## src/rtl/jtframe_rom_arb.sv

```systemverilog
`default_nettype none
// ============================================================================
// Module   : jtframe_rom_arb
// Purpose  : Shares one SDRAM read port among four ROM requesters. Each
//            requester (slot) owns a one-entry cache (address, data, valid).
//            A hit is answered combinationally. A miss is arbitrated
//            round-robin and turned into a single SDRAM request/ack/data
//            handshake whose result refills that slot's cache entry.
// Revision : 1.0 - initial release
// ----------------------------------------------------------------------------
// Ports
//   clk_rom      in   1        sole clock, rising edge
//   rst_n        in   1        synchronous active-low reset
//   downloading  in   1        ROM download active: flush caches, no grants
//   slot_cs      in   SLOTS    per-slot read request level
//   slot_addr    in   SLOTS*AW per-slot word address, slot i at [i*AW +: AW]
//   slot_ok      out  SLOTS    per-slot data valid (cache hit)
//   slot_dout    out  SLOTS*DW per-slot cached data, slot i at [i*DW +: DW]
//   sdram_req    out  1        request to the SDRAM controller
//   sdram_ack    in   1        controller accepted the request (pulse)
//   sdram_addr   out  AW       address of the outstanding request
//   data_read    in   DW       read data from the controller
//   data_rdy     in   1        data_read valid (pulse)
//   busy         out  1        arbiter FSM is not idle
// ============================================================================
module jtframe_rom_arb #(
  parameter int SLOTS = 4,
  parameter int AW    = 22,
  parameter int DW    = 32
) (
  input  logic                clk_rom,
  input  logic                rst_n,
  input  logic                downloading,
  input  logic [SLOTS-1:0]    slot_cs,
  input  logic [SLOTS*AW-1:0] slot_addr,
  output logic [SLOTS-1:0]    slot_ok,
  output logic [SLOTS*DW-1:0] slot_dout,
  output logic                sdram_req,
  input  logic                sdram_ack,
  output logic [AW-1:0]       sdram_addr,
  input  logic [DW-1:0]       data_read,
  input  logic                data_rdy,
  output logic                busy
);

  // Slot index width. SLOTS is a power of two, so index arithmetic wraps
  // naturally and gives the modulo needed by the round-robin search.
  localparam int IW = $clog2(SLOTS);

  typedef enum logic [1:0] {
    ST_IDLE      = 2'd0,
    ST_WAIT_ACK  = 2'd1,
    ST_WAIT_DATA = 2'd2
  } state_t;

  state_t state, state_nx;

  // Per-slot cache entries
  logic [AW-1:0]    cache_addr [SLOTS];
  logic [DW-1:0]    cache_data [SLOTS];
  logic [SLOTS-1:0] valid;

  // Arbitration bookkeeping
  logic [IW-1:0]    cur;
  logic [IW-1:0]    last_grant;

  // Combinational decode
  logic [AW-1:0]    slot_addr_a [SLOTS];
  logic [SLOTS-1:0] hit;
  logic [SLOTS-1:0] pending;
  logic [IW:0]      pick;
  logic             grant_found;
  logic [IW-1:0]    grant_idx;

  // FSM control strobes
  logic             grant_en;
  logic             ack_en;
  logic             fill_en;

  // --------------------------------------------------------------------------
  // Per-slot hit / pending decode and output mapping
  // --------------------------------------------------------------------------
  generate
    for (genvar i = 0; i < SLOTS; i++) begin : g_slot
      assign slot_addr_a[i]           = slot_addr[i*AW +: AW];
      assign hit[i]                   = slot_cs[i] & valid[i] &
                                        (slot_addr_a[i] == cache_addr[i]);
      assign pending[i]               = slot_cs[i] & ~hit[i] & ~downloading;
      assign slot_ok[i]               = hit[i];
      assign slot_dout[i*DW +: DW]    = cache_data[i];
    end
  endgenerate

  // --------------------------------------------------------------------------
  // Round-robin pick: search starts one past the last granted slot. Walking
  // the offsets from farthest to nearest lets the nearest pending slot
  // overwrite any farther one. Returns {found, index}.
  // --------------------------------------------------------------------------
  function automatic logic [IW:0] rr_pick(input logic [SLOTS-1:0] pend,
                                          input logic [IW-1:0]    last);
    logic [IW:0]   r;
    logic [IW-1:0] c;
    r = '0;
    for (int k = SLOTS; k >= 1; k--) begin
      c = last + IW'(k);
      if (pend[c]) r = {1'b1, c};
    end
    return r;
  endfunction

  assign pick        = rr_pick(pending, last_grant);
  assign grant_found = pick[IW];
  assign grant_idx   = pick[IW-1:0];

  assign busy        = (state != ST_IDLE);

  // --------------------------------------------------------------------------
  // FSM state register
  // --------------------------------------------------------------------------
  always_ff @(posedge clk_rom) begin
    if (!rst_n) state <= ST_IDLE;
    else        state <= state_nx;
  end

  // --------------------------------------------------------------------------
  // FSM next state and control strobes
  // --------------------------------------------------------------------------
  always_comb begin
    state_nx = state;
    grant_en = 1'b0;
    ack_en   = 1'b0;
    fill_en  = 1'b0;
    case (state)
      ST_IDLE: begin
        // downloading is already folded into pending, so no grant here
        if (grant_found) begin
          grant_en = 1'b1;
          state_nx = ST_WAIT_ACK;
        end
      end
      ST_WAIT_ACK: begin
        if (sdram_ack) begin
          ack_en = 1'b1;
          // A controller that returns data together with the ack must not
          // leave us waiting for a data_rdy that already went by.
          if (data_rdy) begin
            fill_en  = 1'b1;
            state_nx = ST_IDLE;
          end else begin
            state_nx = ST_WAIT_DATA;
          end
        end
      end
      ST_WAIT_DATA: begin
        if (data_rdy) begin
          fill_en  = 1'b1;
          state_nx = ST_IDLE;
        end
      end
      default: state_nx = ST_IDLE;
    endcase
  end

  // --------------------------------------------------------------------------
  // Request, arbitration and cache datapath
  // --------------------------------------------------------------------------
  always_ff @(posedge clk_rom) begin
    if (!rst_n) begin
      sdram_req  <= 1'b0;
      sdram_addr <= '0;
      cur        <= '0;
      last_grant <= IW'(SLOTS - 1);   // slot 0 is searched first
      valid      <= '0;
      for (int i = 0; i < SLOTS; i++) begin
        cache_addr[i] <= '0;
        cache_data[i] <= '0;
      end
    end else begin
      if (grant_en) begin
        cur        <= grant_idx;
        last_grant <= grant_idx;
        // Latched once here and held until the transfer ends, so a
        // requester changing its address cannot disturb the handshake.
        sdram_addr <= slot_addr_a[grant_idx];
        sdram_req  <= 1'b1;
      end

      if (ack_en) sdram_req <= 1'b0;

      // The entry is tagged with the address actually fetched; if the slot
      // has moved on, the tag mismatch keeps slot_ok low and re-requests.
      if (fill_en) begin
        cache_data[cur] <= data_read;
        cache_addr[cur] <= sdram_addr;
      end

      // During a download every entry is stale, including one being filled.
      if (downloading)  valid      <= '0;
      else if (fill_en) valid[cur] <= 1'b1;
    end
  end

endmodule
`default_nettype wire

```

## config.mk

```make
export PLATFORM = sky130hd
export DESIGN_NAME = jtframe_rom_arb
export DESIGN_NICKNAME = d
export VERILOG_FILES = /design/src/rtl/jtframe_rom_arb.sv
export SDC_FILE = /design/constraint.sdc
export NUM_CORES = 1
export LEC_CHECK = 0
export ABC_CLOCK_PERIOD_IN_PS = 3800
export CAP_MARGIN = 30
export CORE_UTILIZATION = 40
export CTS_CLUSTER_SIZE = 24
export DETAILED_ROUTE_END_ITERATION = 6
export PLACE_DENSITY = 0.68
export SLEW_MARGIN = 15
export SYNTH_ARGS = -nofsm -noshare
export SYNTH_HDL_FRONTEND = slang
export SYNTH_SLANG_ARGS = --single-unit
```

## constraint.sdc

```tcl
create_clock -name clk_rom -period 3.8 [get_ports clk_rom]
set_input_delay 0.57 -clock clk_rom [delete_from_list [all_inputs] [get_ports clk_rom]]
set_output_delay 0.57 -clock clk_rom [all_outputs]
set_load 0.02 [all_outputs]
```

==> flow_summary.ini, run 1 <==
[synthesis]
synth_cells = 848
yosysWarnings = 0
ys_top_cells_by_area = edfxtp_1 60%, dfxtp_1 6.1%, xor2_1 5.0%, nor2_1 4.5%, mux2i_1 4.1%
synth_seq_area_share_pct = 65.6
synth_cell_types = 44
ys_ff_latch = 249
syn_nets = 980
synth-edff-count = 216
async_flop_share_pct = 0
postSynthAreaPerCell_um2 = 12.8
netlist_area_um2 = 10900
synth_top_area_cell = edfxtp_1
yosysTopAreaCellShare_pct = 59.6
ys.flop_type = edfxtp_1

[layout]
syn2layout_area_growth_pct = 38.6
layout_commonest_cell = clkdlybuf4s50_1
diodes = 0
drive_gt1_share_pct = 10.2
final_cell_mix = 284 x clkdlybuf4s50_1, 216 x edfxtp_1, 132 x nor2_1
design_area_um2 = 15100
final_nets = 1277
fin_util_pct = 56.3
fill_cells = 2243

[drt]
wl_met2_um = 16200
vias_per_cell = 5.13
top_layer_used = met5
drc = 0
met3_length_um = 3850
wl_met1_um = 12800
first_pass_iters = 4
ant_nets = 0
first_iter_violations = 445
vias = 7735
finalWirelength_um = 33700
wire_per_inst_um = 22.3

[floorplanning]
die_w_um = 167
num_rows = 60
dieHeight_um = 167
start_util_pct = 40.6
ioPinCount = 285
dieArea_um2 = 27900
coreArea_um2 = 26800

[clocking]
cts-hold-fix-buffers = 0
cts_sinks = 249
cts_made_buffers = 27
clkTransAtPathRegs_ns = 0.06
clk_latency_ns = 0.55
cts_setup_buffers = 0
clock_path_buffers = 3
cts_tree = done
cts-resized-gates = 0
cts_root_buf = clkbuf_16
htreeDepth = 1

[sta]
finalSetupViolCount = 0
post-route-period-util_pct = 97.2
finalMaxSlewViolations = 0
fmax_mhz = 271
min_period_ns = 3.69
worst_clock_skew_ns = 0.0266
relSlewSlack_pct = 47.5
tightestPinTransition_ns = 0.788
grt_setup_unrepaired = false
finalHoldViolations = 0

[global_routing]
antenna_found_initial = 1
grt_pass1_wl_um = 49800
grt_remaining_overflow = 0
grt_pass1_vias = 8071
grt_max_degree = 56
grt_usage_pct = 24.0

[place]
place_congestion = 0.865
placed_cell_area_um2 = 14200
portBuffers = 284
place_hpwl_um = 23500

[pwr]
peakVddDrop_v = 0.000377
p_leak_nw = 5.97
p_per_area_nw_per_um2 = 463
finalPower_mw = 7.00

[critical_path]
path_max_fanout = 3
cp.arrival_ns = 3.12
path_class = input pin to output pin
startpoint_type = input pin
cp-end-kind = output pin
required_ns = 3.23

[outcome]
status = complete, no violations

[hold_path]
hold_path.class = register to register

[run]
drv_cap = 0
-- stage by stage --
step                hold WS (ns)  TNS (ns)  std cells  setup WS, ns
floorplan                  0.426         0        848         0.611
global placement           0.438         0       1457       0.00829
detailed placement         0.439    -0.150       1457       -0.0484
CTS                        0.449         0       1507         0.108
global route               0.461         0       1507        0.0952
finish                     0.450         0       1507         0.108
-- logic make-up (layout without fill, tap and decap cells) --
family / after synthesis / count (layout) / synth area share [%]
flip-flops: 249 / 249 / 65.6
adder cells (fa/ha/maj): 3 / 3 / 0.345
buffers and inverters: 104 / 422 / 4.41
AND/OR/NAND/NOR: 314 / 314 / 13.6
XOR/XNOR: 88 / 88 / 7.08
multiplexers: 45 / 45 / 4.14
AO/OA/AOI/OAI: 45 / 45 / 4.78
-- cell usage after synthesis, types with 11 or more instances --
| cell | n |
|---|---|
| edfxtp_1 | 216 |
| xor2_1 | 62 |
| mux2i_1 | 45 |
| clkbuf_1 | 25 |
| inv_2 | 11 |
| xnor2_1 | 26 |
| nor4_1 | 13 |
| inv_1 | 56 |
| and2_1 | 39 |
| dfxtp_1 | 33 |
| nand3_1 | 25 |
| nand2_1 | 75 |
| nor2_1 | 132 |
| o221ai_2 | 20 |
-- power by group --
part,total [mW],switching [mW],internal [mW]
Combinational,1.11,0.627,0.485
Clock,2.68,1.11,1.57
Sequential,3.21,0.0930,3.12
Total,7.00,1.83,5.17
-- layer usage --
layer,up-vias,GRT usage (%)
met5,-,0
li1,3550,-
met4,2,6.16
met3,52,9.01
met2,369,41.1
met1,3762,28.2
-- path summary, 6_finish.rpt --
check | start | end | slack [ns] | depth (start not counted)
worst min register to register | valid[1] | valid[1] | 0.45 | 2
worst max register to register | cache_addr[0][4] | sdram_addr[10] | 0.57 | 9
worst max-delay path | slot_addr[87] | slot_ok[3] | 0.11 | 6
worst min-delay path | valid[1] | valid[1] | 0.45 | 2
-- registers in the layout (all words and copies together), names as in the netlist --
signal      count
sdram_req       1
state           2
valid           4
cache_data    128
cache_addr     88
sdram_addr     22
cur             2
last_grant      2
-- critical path: stages --
cell	delay (ns)
clkdlybuf4s50_1	0.47
xor2_1	0.21
nor4_1	0.57
nand4_1	0.31
nor2_1	0.33
clkdlybuf4s50_1	0.67
-- layout make-up --
type	count	area, um2	area share [%]
sequential	249	7150	47.3
tap	341	427	2.83
clock inverter	23	226	1.50
timing repair buffer	305	3090	20.5
clock buffer	27	676	4.48
multi-input combinational	495	3280	21.7
inverter	67	251	1.67
Power figures use the tool's default switching activity.
==> run 2: changes to the inputs <==
GPL_ROUTABILITY_DRIVEN = 0   (was unset)
==> results of run 2 <==
Final layout, timing and power as in run 1 (identical DEF).
